`config.mk`:
```
export PLATFORM = sky130hd
export DESIGN_NAME = io_port_responder_flat
export DESIGN_NICKNAME = d
export VERILOG_FILES = /design/src/rtl/io_port_responder_if.sv /design/src/rtl/io_port_responder.sv /design/src/flat_wrapper.sv
export SDC_FILE = /design/constraint.sdc
export NUM_CORES = 1
export LEC_CHECK = 0
export BUFFER_PORTS_ARGS = -buffer_cell sky130_fd_sc_hd__buf_2
export CAP_MARGIN = 40
export CORE_ASPECT_RATIO = 0.8
export CORE_MARGIN = 2
export CORE_UTILIZATION = 45
export CTS_CLUSTER_SIZE = 28
export DETAILED_ROUTE_END_ITERATION = 8
export GPL_TIMING_DRIVEN = 0
export PLACE_DENSITY = 0.69
export SYNTH_ARGS = -nofsm -noshare
export SYNTH_HDL_FRONTEND = slang
export SYNTH_SLANG_ARGS = --single-unit
```
`constraint.sdc`:
```
create_clock -name CLK -period 3.2 [get_ports CLK]
set_clock_uncertainty 0.05 [all_clocks]
set_input_delay 0.32 -clock CLK [delete_from_list [all_inputs] [get_ports CLK]]
set_output_delay 0.32 -clock CLK [all_outputs]
set_load 0.01 [all_outputs]
```
`src/rtl/io_port_responder_if.sv`:
```
// io_port_responder_if: device-side valid/ready channels of the I/O port responder.
// master = responder, slave = external device.
interface io_port_responder_if #(parameter int WIDTH = 16);
    logic             dev_out_valid;
    logic             dev_out_ready;
    logic [WIDTH-1:0] dev_out_data;
    logic             dev_in_valid;
    logic             dev_in_ready;
    logic [WIDTH-1:0] dev_in_data;
    modport master (
        output dev_out_valid, dev_out_data, dev_in_ready,
        input  dev_out_ready, dev_in_valid, dev_in_data
    );
    modport slave (
        input  dev_out_valid, dev_out_data, dev_in_ready,
        output dev_out_ready, dev_in_valid, dev_in_data
    );
endinterface

```
`src/rtl/io_port_responder.sv`:
```
// io_port_responder: output/input FIFOs behind the processor's in/out instructions.
// Optional IO_LOOPBACK_EN adds a loopback port routing the output FIFO into the input FIFO.
module io_port_responder #(
    parameter int WIDTH = 16,
    parameter int DEPTH = 4
) (
    input  logic             CLK,
    input  logic             Reset,
    input  logic             OutputWrite,
    input  logic [WIDTH-1:0] OutData,
    input  logic             InputRead,
    output logic [WIDTH-1:0] InData,
    output logic             InEmpty,
    output logic             OutFull,
    output logic [1:0]       ErrFlags,
`ifdef IO_LOOPBACK_EN
    input  logic             loopback,
`endif
    io_port_responder_if.master devIf
);
    localparam int PTR_W = $clog2(DEPTH);
    localparam logic [PTR_W:0] fullCount = (PTR_W+1)'(DEPTH);

    logic [WIDTH-1:0] outMem [DEPTH];
    logic [WIDTH-1:0] inMem [DEPTH];
    logic [PTR_W-1:0] outWrPtr, outRdPtr, inWrPtr, inRdPtr;
    logic [PTR_W:0]   outCount, inCount;
    logic             loopOn, outEmpty, inFull, loopMove;
    logic             outPush, outPop, inPush, inPop;
    logic [WIDTH-1:0] outHead, inWrData;

`ifdef IO_LOOPBACK_EN
    assign loopOn = loopback;
`else
    assign loopOn = 1'b0;
`endif

    assign outEmpty = outCount == '0;
    assign OutFull  = outCount == fullCount;
    assign InEmpty  = inCount == '0;
    assign inFull   = inCount == fullCount;
    assign outHead  = outEmpty ? '0 : outMem[outRdPtr];
    assign InData   = InEmpty ? '0 : inMem[inRdPtr];

    assign devIf.dev_out_valid = !outEmpty && !loopOn;
    assign devIf.dev_out_data  = outHead;
    assign devIf.dev_in_ready  = (!inFull || InputRead) && !loopOn;

    // Loopback moves the output head straight into the input FIFO, one word per cycle
    assign loopMove = loopOn && !outEmpty && (!inFull || InputRead);
    assign outPop   = loopOn ? loopMove : devIf.dev_out_valid && devIf.dev_out_ready;
    assign outPush  = OutputWrite && (!OutFull || outPop);
    assign inPop    = InputRead && !InEmpty;
    assign inPush   = loopOn ? loopMove : devIf.dev_in_valid && devIf.dev_in_ready;
    assign inWrData = loopOn ? outHead : devIf.dev_in_data;

    always_ff @(posedge CLK) begin
        if (outPush) outMem[outWrPtr] <= OutData;
        if (inPush) inMem[inWrPtr] <= inWrData;
    end

    always_ff @(posedge CLK or negedge Reset) begin
        if (!Reset) begin
            outWrPtr <= '0;
            outRdPtr <= '0;
            outCount <= '0;
            inWrPtr  <= '0;
            inRdPtr  <= '0;
            inCount  <= '0;
            ErrFlags <= '0;
        end else begin
            if (outPush) outWrPtr <= outWrPtr + PTR_W'(1);
            if (outPop) outRdPtr <= outRdPtr + PTR_W'(1);
            outCount <= outCount + (PTR_W+1)'(outPush) - (PTR_W+1)'(outPop);
            if (inPush) inWrPtr <= inWrPtr + PTR_W'(1);
            if (inPop) inRdPtr <= inRdPtr + PTR_W'(1);
            inCount <= inCount + (PTR_W+1)'(inPush) - (PTR_W+1)'(inPop);
            if (OutputWrite && OutFull && !outPop) ErrFlags[0] <= 1'b1;
            if (InputRead && InEmpty) ErrFlags[1] <= 1'b1;
        end
    end
endmodule
```
`src/flat_wrapper.sv`:
```
// flat-port wrapper written by rule: the top's interface ports become plain ports
module io_port_responder_flat 
#(
    parameter int WIDTH = 16,
    parameter int DEPTH = 4
)
  (CLK, Reset, OutputWrite, OutData, InputRead, InData, InEmpty, OutFull, ErrFlags, devIf_dev_out_valid, devIf_dev_out_data, devIf_dev_in_ready, devIf_dev_out_ready, devIf_dev_in_valid, devIf_dev_in_data);
  io_port_responder_if #(.WIDTH(WIDTH)) devIf_i ();
  input  logic CLK;
  input  logic Reset;
  input  logic OutputWrite;
  input  logic [WIDTH-1:0] OutData;
  input  logic InputRead;
  output logic [WIDTH-1:0] InData;
  output logic InEmpty;
  output logic OutFull;
  output logic [1:0] ErrFlags;
  output wire logic [$bits(devIf_i.dev_out_valid)-1:0] devIf_dev_out_valid;
  output wire logic [$bits(devIf_i.dev_out_data)-1:0] devIf_dev_out_data;
  output wire logic [$bits(devIf_i.dev_in_ready)-1:0] devIf_dev_in_ready;
  input wire logic [$bits(devIf_i.dev_out_ready)-1:0] devIf_dev_out_ready;
  input wire logic [$bits(devIf_i.dev_in_valid)-1:0] devIf_dev_in_valid;
  input wire logic [$bits(devIf_i.dev_in_data)-1:0] devIf_dev_in_data;
  assign devIf_dev_out_valid = devIf_i.dev_out_valid;
  assign devIf_dev_out_data = devIf_i.dev_out_data;
  assign devIf_dev_in_ready = devIf_i.dev_in_ready;
  assign devIf_i.dev_out_ready = devIf_dev_out_ready;
  assign devIf_i.dev_in_valid = devIf_dev_in_valid;
  assign devIf_i.dev_in_data = devIf_dev_in_data;
  io_port_responder #(.WIDTH(WIDTH), .DEPTH(DEPTH)) u_core (.CLK(CLK), .Reset(Reset), .OutputWrite(OutputWrite), .OutData(OutData), .InputRead(InputRead), .InData(InData), .InEmpty(InEmpty), .OutFull(OutFull), .ErrFlags(ErrFlags), .devIf(devIf_i));
endmodule
```
; ---- Yosys cells after proc, flatten, opt, wreduce, memory -nomap -nowiden
; Memories as Yosys holds them, arrays and structs flattened.
; Cells that the tools add are included.
[totals]
register_bits = 16
latchBits = 0
mem_bits_rw = 128
mem_bits_ro = 0
input_bits = 38
output_inout_bits = 38
wordCells = 42
n_memories = 2
[memory_table]
columns = memory, depth, word_bits, rd, rd_ports_with_merged_regs, wr, line_no
row1 = u_core.inMem, 4, 16, 1, 0, 1, io_port_responder.sv:25  ; logic [WIDTH-1:0] inMem [DEPTH];
row2 = u_core.outMem, 4, 16, 1, 0, 1, io_port_responder.sv:24  ; logic [WIDTH-1:0] outMem [DEPTH];
[op_classes]
n_addsub = 8
multipliers = 0
n_div = 0
n_lt_le_gt_ge = 0
eq_ne = 2
shifts = 0
muxes = 6
bitwise_logic = 0
n_reduce_logical = 16
[op_table]
columns = op, count
row1 = 16-bit two-way mux, 2
row2 = "2-bit by 1-bit adder with 2-bit output, second input constant", 4
row3 = 1-bit logical AND, 7
row4 = 3-bit by 1-bit adder with 3-bit output, 2
row5 = "3-bit equality test, second input constant", 2
row6 = 3-bit logical NOT, 2
row7 = 3-bit by 1-bit subtractor with 3-bit output, 2
row8 = 1-bit logical NOT, 5
row9 = 1-bit two-way mux, 4
row10 = 1-bit logical OR, 2

; ---- Logic depth before layout (Yosys ltp)
; Gate-level depths: netlist of run 1.
[logic_depth]
word_depth = 7
mapped_depth = 10
ltp_nobuf = 9

; ---- Worst setup path before layout of run 1
; OpenSTA, ideal clock, no wires.
[synth_timing]
kind = flip-flop to flip-flop
startpoint = reg u_core.outCount[1]
endpoint = reg u_core.outCount[2]
arrival_time_ns = 2.238
required_ns = 3.024
path_slack_ns = 0.787
stages_incl_launch_ff = 11
path_buffers = 1
period_less_slack_ns = 2.413
cell_sequence = dfrtp_1 -> or3_1 -> clkbuf_1 -> and2_1 -> ha_1 -> inv_1 -> ha_1 -> inv_1 -> fa_1 -> xnor2_1 -> xnor2_1
[synth_between]
elab_chain_len = 7
word_cells_on_any_way = 9
[synth_rtl]
columns = item, line_no
row1 = "start, declared", io_port_responder.sv:27  ; logic [PTR_W:0] outCount, inCount;
row2 = "start signal, assigned", io_port_responder.sv:74  ; outCount <= outCount + (PTR_W+1)'(outPush) - (PTR_W+1)'(outPop);
row3 = 3-bit logical NOT *, io_port_responder.sv:38  ; assign outEmpty = outCount == '0;
row4 = 1-bit logical NOT *, io_port_responder.sv:45  ; assign devIf.dev_out_valid = !outEmpty && !loopOn;
row5 = 1-bit logical AND *, io_port_responder.sv:51  ; assign outPop = loopOn ? loopMove : devIf.dev_out_valid && devIf.dev_out_ready;
row6 = net u_core.outPop, io_port_responder.sv:29  ; logic outPush, outPop, inPush, inPop;
row7 = 1-bit logical OR, io_port_responder.sv:52  ; assign outPush = OutputWrite && (!OutFull || outPop);
row8 = 1-bit logical AND, io_port_responder.sv:52
row9 = 3-bit by 1-bit adder with 3-bit output, io_port_responder.sv:74
row10 = 3-bit by 1-bit subtractor with 3-bit output *, io_port_responder.sv:74
; Mark *: on every way through the listed nets, which the timed path passes. The rest lies on a longest branch.
; A chain may end at the register's enable or synchronous reset.

; ---- Worst setup path after layout of run 1
; Same ends and word-level chain as after synthesis.

==> results.sh, run 1 <==
export IMPL_synth_top_area_share_pct=66.83
export IMPL_synth_compound_area_share_pct=0.6308
export IMPL_r2r_start="u_core.outCount[1]"
export IMPL_crit_fanout=10
export IMPL_max_stage_delay_ps=440
export IMPL_clk_pin_slew_worst_paths_ps=60
export IMPL_initial_core_util_pct=46.60
export IMPL_clk_insertion_delay_late_ps=400
export IMPL_syn_avg_cell_area_sq_um=20.40
export IMPL_synthAdderAreaFrac_pct=3.307
export IMPL_synth_area_leaders="edfxtp_1, mux4_2, dfrtp_1, ha_1, and2_1"
export IMPL_numCtsBuffers=17
export IMPL_synth_top_family_by_area="multiplexers"
export IMPL_gr_total_overflow=0
export IMPL_start_kind="flop"
export IMPL_ios=76
export IMPL_detail_route_iter0_violations=258
export IMPL_power_density_nw_per_um2=960.7
export IMPL_stdcell_area_sq_um=6953
export IMPL_status="finished, final reports clean"
export IMPL_yosys_area_share_simple_pct=5.612
export IMPL_finalHoldViolations=0
export IMPL_setup_viol=0
export IMPL_yosys_area_share_xor_xnor_pct=1.653
export IMPL_n_antenna_cell=0
export IMPL_pwr_share_clk_pct=26.8
export IMPL_rows=36
export IMPL_p_leak_nw=2.559
export IMPL_die_x_um=130.4
export IMPL_avgRoutedWirePerCell_um=17.30
export IMPL_hold_slack_ps=76.69
export IMPL_cp_end_kind="flop"
export IMPL_grt_setup_unrepaired="no"
export IMPL_port_buffers=75
export IMPL_syn_area_sq_um=5752
export IMPL_cts_root_buf="clkbuf_16"
export IMPL_vias=2773
export IMPL_fmax_ghz=0.3779
export IMPL_holdPathEnd="u_core.inMem[3][13]"
export IMPL_reg2reg_to="u_core.outCount[2]"
export IMPL_vias_per_cell=4.917
export IMPL_die_area_sq_um=13710
export IMPL_power_switching_mw=2.000
export IMPL_ys_seq_area_share_pct=73.79
export IMPL_grt_pass1_vias=2966
export IMPL_layout_min_cycle_time_ps=2647
export IMPL_swShare_pct=29.94
export IMPL_grt_max_degree=17
export IMPL_synth_mux_area_fraction_pct=12.73
export IMPL_layout_commonest_cell="edfxtp_1"
export IMPL_hp_class="in2reg"
export IMPL_r2r_cells=10
export IMPL_final_nets=433
export IMPL_fillers=1006
export IMPL_drtPass1Iterations=4
export IMPL_synth_top_area_cell="edfxtp_1"
export IMPL_p_int_mw=4.680
export IMPL_cts_buffer_depth=2
export IMPL_syn_to_final_growth_pct=20.88
export IMPL_antenna_found_initial=0
export IMPL_final_antenna_net_count=0
export IMPL_hpwl_mm=6.267
export IMPL_crit_chain="or3_1, clkbuf_1, and2_1, ha_1, inv_1, ha_1, inv_1, fa_1, xnor2_1, xnor2_1"
export IMPL_combPwrFrac_pct=33.6
export IMPL_slew_headroom_pct=39.26
export IMPL_tightest_slew_ps=911.1
export IMPL_fp_dieH_um=105.1
export IMPL_crit_buf_inv=3
export IMPL_htreeDepth=4
export IMPL_timing_reg2reg_setup_slack_ps=550
export IMPL_cts_sinks=144
export IMPL_fin_setup_tns_ps=0
export IMPL_gp_congestion=0.7315
export IMPL_drive_above_1_share_pct=39.44
export IMPL_synth_cell_types=29
export IMPL_totalWireLength_mm=9.756
export IMPL_yosysWarnings=0
export IMPL_whs_path_depth=1
export IMPL_final_max_slew_viol_count=0
export IMPL_placedInstanceArea_sq_um=6356
export IMPL_holdCritStartpoint="devIf_dev_in_data[13]"
export IMPL_final_cell_mix="edfxtp_1, buf_2, mux4_2"
export IMPL_path_delay_family="adder cells"
export IMPL_post_route_period_util_pct=82.70
export IMPL_ir_worst_vdd_uv=448.0
export IMPL_critical_path_class="reg2reg"
export IMPL_pwr_share_seq_pct=39.6
export IMPL_worstPathRequired_ps=3470
export IMPL_arrival_ps=2920
export IMPL_place_ws_ps=541.2
export IMPL_power_mw=6.680
export IMPL_core_sq_um=12340
export IMPL_slowest_stage="dfrtp_1"
export IMPL_grt_usage_pct=15.33
export IMPL_syn_num_nets=334
export IMPL_layout_setup_ws_ps=553.5
export IMPL_maxCapViolCount=0
export IMPL_syn_inst=282
export IMPL_grt_pass1_wl_mm=15.35
export IMPL_cts_tree="yes"
export IMPL_drcViolationCount=0
export IMPL_ys_seq_elements=144
export IMPL_post_cts_setup_buffers=0
## sequential cells by signal (all words and copies together) (netlist names)
signal	cells
u_core.inWrPtr	2
u_core.outRdPtr	2
u_core.inRdPtr	2
u_core.outCount	3
u_core.inCount	3
u_core.outMem	64
u_core.ErrFlags	2
u_core.inMem	64
u_core.outWrPtr	2
## what timing repair did
item,in CTS,in global routing
hold buffers,1,0
setup endpoints to repair,0,0
gates resized for setup,0,0
endpoints found under the hold margin,16,0
## layer usage
layer  routed length (um)  global-route usage (%)  part of all wire (%)  vias up
li1                     -                       -                     -     1283
met1                 4538                   21.05                    47     1422
met2                 4669                   22.96                    48       60
met3                  469                   5.632                   4.8        8
met4                   78                   4.863                  0.80        0
met5                    0                       0                     0        -
## synthesized netlist by cell type
master and n:
edfxtp_1 128, mux4_2 32, and2_1 21, nor2b_1 17, dfrtp_1 16, inv_1 13, ha_1 12, buf_2 6
xnor2_1 6, and3_1 4, buf_6 3, clkbuf_1 3, xor2_1 3, fa_1 2, nand3_1 2, a21boi_2 1
a21o_1 1, a31o_2 1, and2_4 1, buf_4 1, mux2_1 1, nand2_1 1, nor2_1 1, nor3_1 1
nor3b_2 1, o21ai_2 1, or3_1 1, or4b_1 1, xnor2_2 1
## cells by family (layout without fill, tap and decap cells)
logic type / after synthesis / in the layout
DFF: 144 / 144
and+or+nand+nor: 51 / 51
muxes: 33 / 33
buffers and inverters: 26 / 137
adders and majority gates: 14 / 14
xor gates and xnor gates: 10 / 10
AOI/OAI and AO/OA: 4 / 4
## power groups by stage
stage	logic (mW)	registers, mW	clock network, mW
2_1_floorplan	1.55	2.65	0
3_3_place_gp	2.21	2.67	0
3_5_place_dp	2.27	2.69	0
4_1_cts	2.28	2.65	1.83
5_1_grt	2.49	2.68	1.91
6_report	2.24	2.65	1.79
## area by class of cell
| cell class | count | area, sq um | share of cell area (%) |
|---|---|---|---|
| buffer | 13 | 82.58 | 1.188 |
| multi-input combinational | 112 | 1376 | 19.79 |
| inverter | 13 | 48.80 | 0.7018 |
| timing repair buffer | 80 | 441.7 | 6.352 |
| tap | 171 | 214.0 | 3.077 |
| clock inverter | 12 | 112.6 | 1.620 |
| clock buffer | 19 | 432.9 | 6.226 |
| sequential | 144 | 4244 | 61.04 |
## how the worst max path moves through the flow
stage / to / cells after the start / slack, ps / from
2_1_floorplan: u_core.outCount[2] / 10 / 790 / u_core.outCount[1]
3_3_place_gp: u_core.outCount[2] / 10 / 590 / u_core.outCount[1]
3_5_place_dp: u_core.outCount[2] / 10 / 540 / u_core.outCount[1]
4_1_cts: u_core.outCount[2] / 10 / 530 / u_core.outCount[1]
5_1_grt: u_core.outCount[2] / 10 / 340 / u_core.outCount[1]
6_report: u_core.outCount[2] / 10 / 550 / u_core.outCount[1]
## through the flow
stage / cells / util (%)
after floorplan: 282 / -
after global placement: 528 / 51.38
after detailed placement: 529 / 51.50
after CTS: 561 / 56.00
after global routing: 564 / 56.34
final: 564 / 56.34
(Power assumes the default switching activity.)
==> inputs of run 2 (changes only) <==
- PLACE_DENSITY: 0.69 -> 0.71
- clock period: 3.2 -> 2.2 ns (I/O delays scaled with it)
==> run 2 against run 1 <==
Against the previous run:
- the flow now finishes with violations (setup timing)
- global-route usage rose by 1.2 points
- register-to-register slack got worse by 560 ps
- maximum frequency rose by 20%
- routed wire length rose by 7.7%
- non-clock buffer count rose by 48
- core utilization rose by 5.1 points
- largest cell class unchanged
- largest power group unchanged
==> results.sh, run 2 (synthesis gave the netlist of run 1 again) <==
export IMPL_cts_buffer_depth=2
export IMPL_multi_input_area_sq_um=1454
export IMPL_dr_wl_met3_um=370
export IMPL_drive_above_1_share_pct=44.34
export IMPL_hp_class="in2reg"
export IMPL_initial_core_util_pct=46.60
export IMPL_vias_per_cell=4.887
export IMPL_n_antenna_cell=0
export IMPL_drtPass1Iterations=4
export IMPL_fmax_ghz=0.4538
export IMPL_gr_total_overflow=0
export IMPL_reg2reg_to="u_core.inCount[2]"
export IMPL_slew_headroom_pct=69.47
export IMPL_status="finished, violations left"
export IMPL_hpwl_mm=6.598
export IMPL_vias=2996
export IMPL_crit_buf_inv=2
export IMPL_totalWireLength_mm=10.51
export IMPL_crit_fanout=6
export IMPL_fillers=925
export IMPL_cp_end_kind="flop"
export IMPL_largest_registers="u_core.inMem (64), u_core.outMem (64)"
export IMPL_fp_dieH_um=105.1
export IMPL_p_leak_nw=2.839
export IMPL_wl_met1_mm=4.821
export IMPL_final_max_slew_viol_count=0
export IMPL_setup_viol=1
export IMPL_syn_to_final_growth_pct=31.83
export IMPL_holdCritStartpoint="InputRead"
export IMPL_cts_root_buf="clkbuf_16"
export IMPL_max_stage_delay_ps=550
export IMPL_wl_met2_mm=5.225
export IMPL_path_delay_family="simple AND/OR/NAND/NOR gates"
export IMPL_grt_max_degree=17
export IMPL_ios=76
export IMPL_cts_sinks=144
export IMPL_critical_path_class="reg2reg"
export IMPL_cts_tree="yes"
export IMPL_crit_chain="or4b_4, buf_6, and2_4, ha_2, inv_2, fa_2, xnor2_2, xnor2_1"
export IMPL_arrival_ps=2470
export IMPL_timing_reg2reg_setup_slack_ps=-4
export IMPL_die_x_um=130.4
export IMPL_r2r_start="u_core.inCount[1]"
export IMPL_holdPathEnd="u_core.ErrFlags[1]"
export IMPL_dp_cells=534
export IMPL_grt_pass1_wl_mm=16.60
export IMPL_stdcell_area_sq_um=7582
export IMPL_slowest_stage="or4b_4"
export IMPL_ir_worst_vdd_uv=797.5
export IMPL_highest_layer="met4"
export IMPL_r2r_cells=8
export IMPL_grt_pass1_vias=3113
export IMPL_final_nets=481
export IMPL_violations="setup timing"
export IMPL_core_sq_um=12340
export IMPL_detail_route_iter0_violations=163
export IMPL_power_density_nw_per_um2=1372
export IMPL_port_buffers=75
export IMPL_layout_min_cycle_time_ps=2204
export IMPL_grt_setup_unrepaired="yes"
export IMPL_post_route_period_util_pct=100.2
export IMPL_final_cell_mix="edfxtp_1, buf_2, dlygate4sd3_1"
export IMPL_die_area_sq_um=13710
export IMPL_clk_insertion_delay_late_ps=410
export IMPL_rows=36
export IMPL_final_antenna_net_count=0
export IMPL_whs_path_depth=2
export IMPL_htreeDepth=4
export IMPL_worstPathRequired_ps=2470
export IMPL_fin_setup_tns_ps=-3.725
export IMPL_layout_setup_ws_ps=-3.725
export IMPL_layout_commonest_cell="edfxtp_1"
export IMPL_hold_slack_ps=47.51
export IMPL_placedInstanceArea_sq_um=6479
export IMPL_maxCapViolCount=0
export IMPL_area_sequential_sq_um=4248
export IMPL_grt_usage_pct=16.54
export IMPL_clk_pin_slew_worst_paths_ps=60
export IMPL_start_kind="flop"
export IMPL_finalHoldViolations=0
export IMPL_drcViolationCount=0
export IMPL_avgRoutedWirePerCell_um=17.14
export IMPL_gp_congestion=0.6743
export IMPL_final_cells=613
export IMPL_tightest_slew_ps=455.3
export IMPL_numCtsBuffers=17
export IMPL_antenna_found_initial=0
export IMPL_fin_util_pct=61.44
==> run 2: worst max path at each step <==
stage                                   from                 end  slack (ps)  cells past startpoint
after CTS                 u_core.outCount[1]  u_core.outCount[2]         -60                     10
after floorplan           u_core.outCount[2]  u_core.outCount[2]         -50                     10
final                      u_core.inCount[1]   u_core.inCount[2]          -4                      8
after global placement    u_core.outCount[2]  u_core.outCount[2]        -110                     10
after detailed placement  u_core.outCount[2]  u_core.outCount[2]        -150                     10
after global routing       u_core.inCount[1]   u_core.inCount[2]         -80                      8
==> run 2: power breakdown <==
group	total (mW)	switching (mW)	internal, mW
logic	3.86	1.83	2.02
registers	3.87	0.212	3.66
clock network	2.68	1.12	1.56
==> run 2: metrics by stage <==
stage | total power, mW | setup WS (ps)
floorplan | 6.189 | -48.06
global placement | 7.168 | -111.8
detailed placement | 7.380 | -154.6
CTS | 10.30 | -62.28
global route | 10.96 | -77.29
finish | 10.40 | -3.725
==> run 2: what timing repair did <==
item | CTS | global route
pin swaps | 4 | 8
buffers inserted | 7 | 7
hold buffers | 34 | 0
gates cloned | 0 | 0
setup endpoints to repair | 54 | 38
endpoints found under the hold margin | 145 | 0
gates resized for setup | 12 | 20
==> run 2: final cells by class <==
| type | instances | share of cell area, % |
|---|---|---|
| Sequential cell | 144 | 56.02 |
| Inverter | 13 | 0.6436 |
| Multi-Input combinational cell | 112 | 19.17 |
| Timing Repair Buffer | 129 | 12.18 |
| Tap cell | 171 | 2.822 |
| Clock inverter | 15 | 1.782 |
| Buffer | 12 | 1.766 |
| Clock buffer | 17 | 5.611 |
==> run 2: routing by layer <==
layer  up-vias  global-route usage [%]
met1      1539                   22.53
met3         6                   4.352
met5         -                       0
met2        67                   25.92
li1       1384                       -
met4         0                   5.927
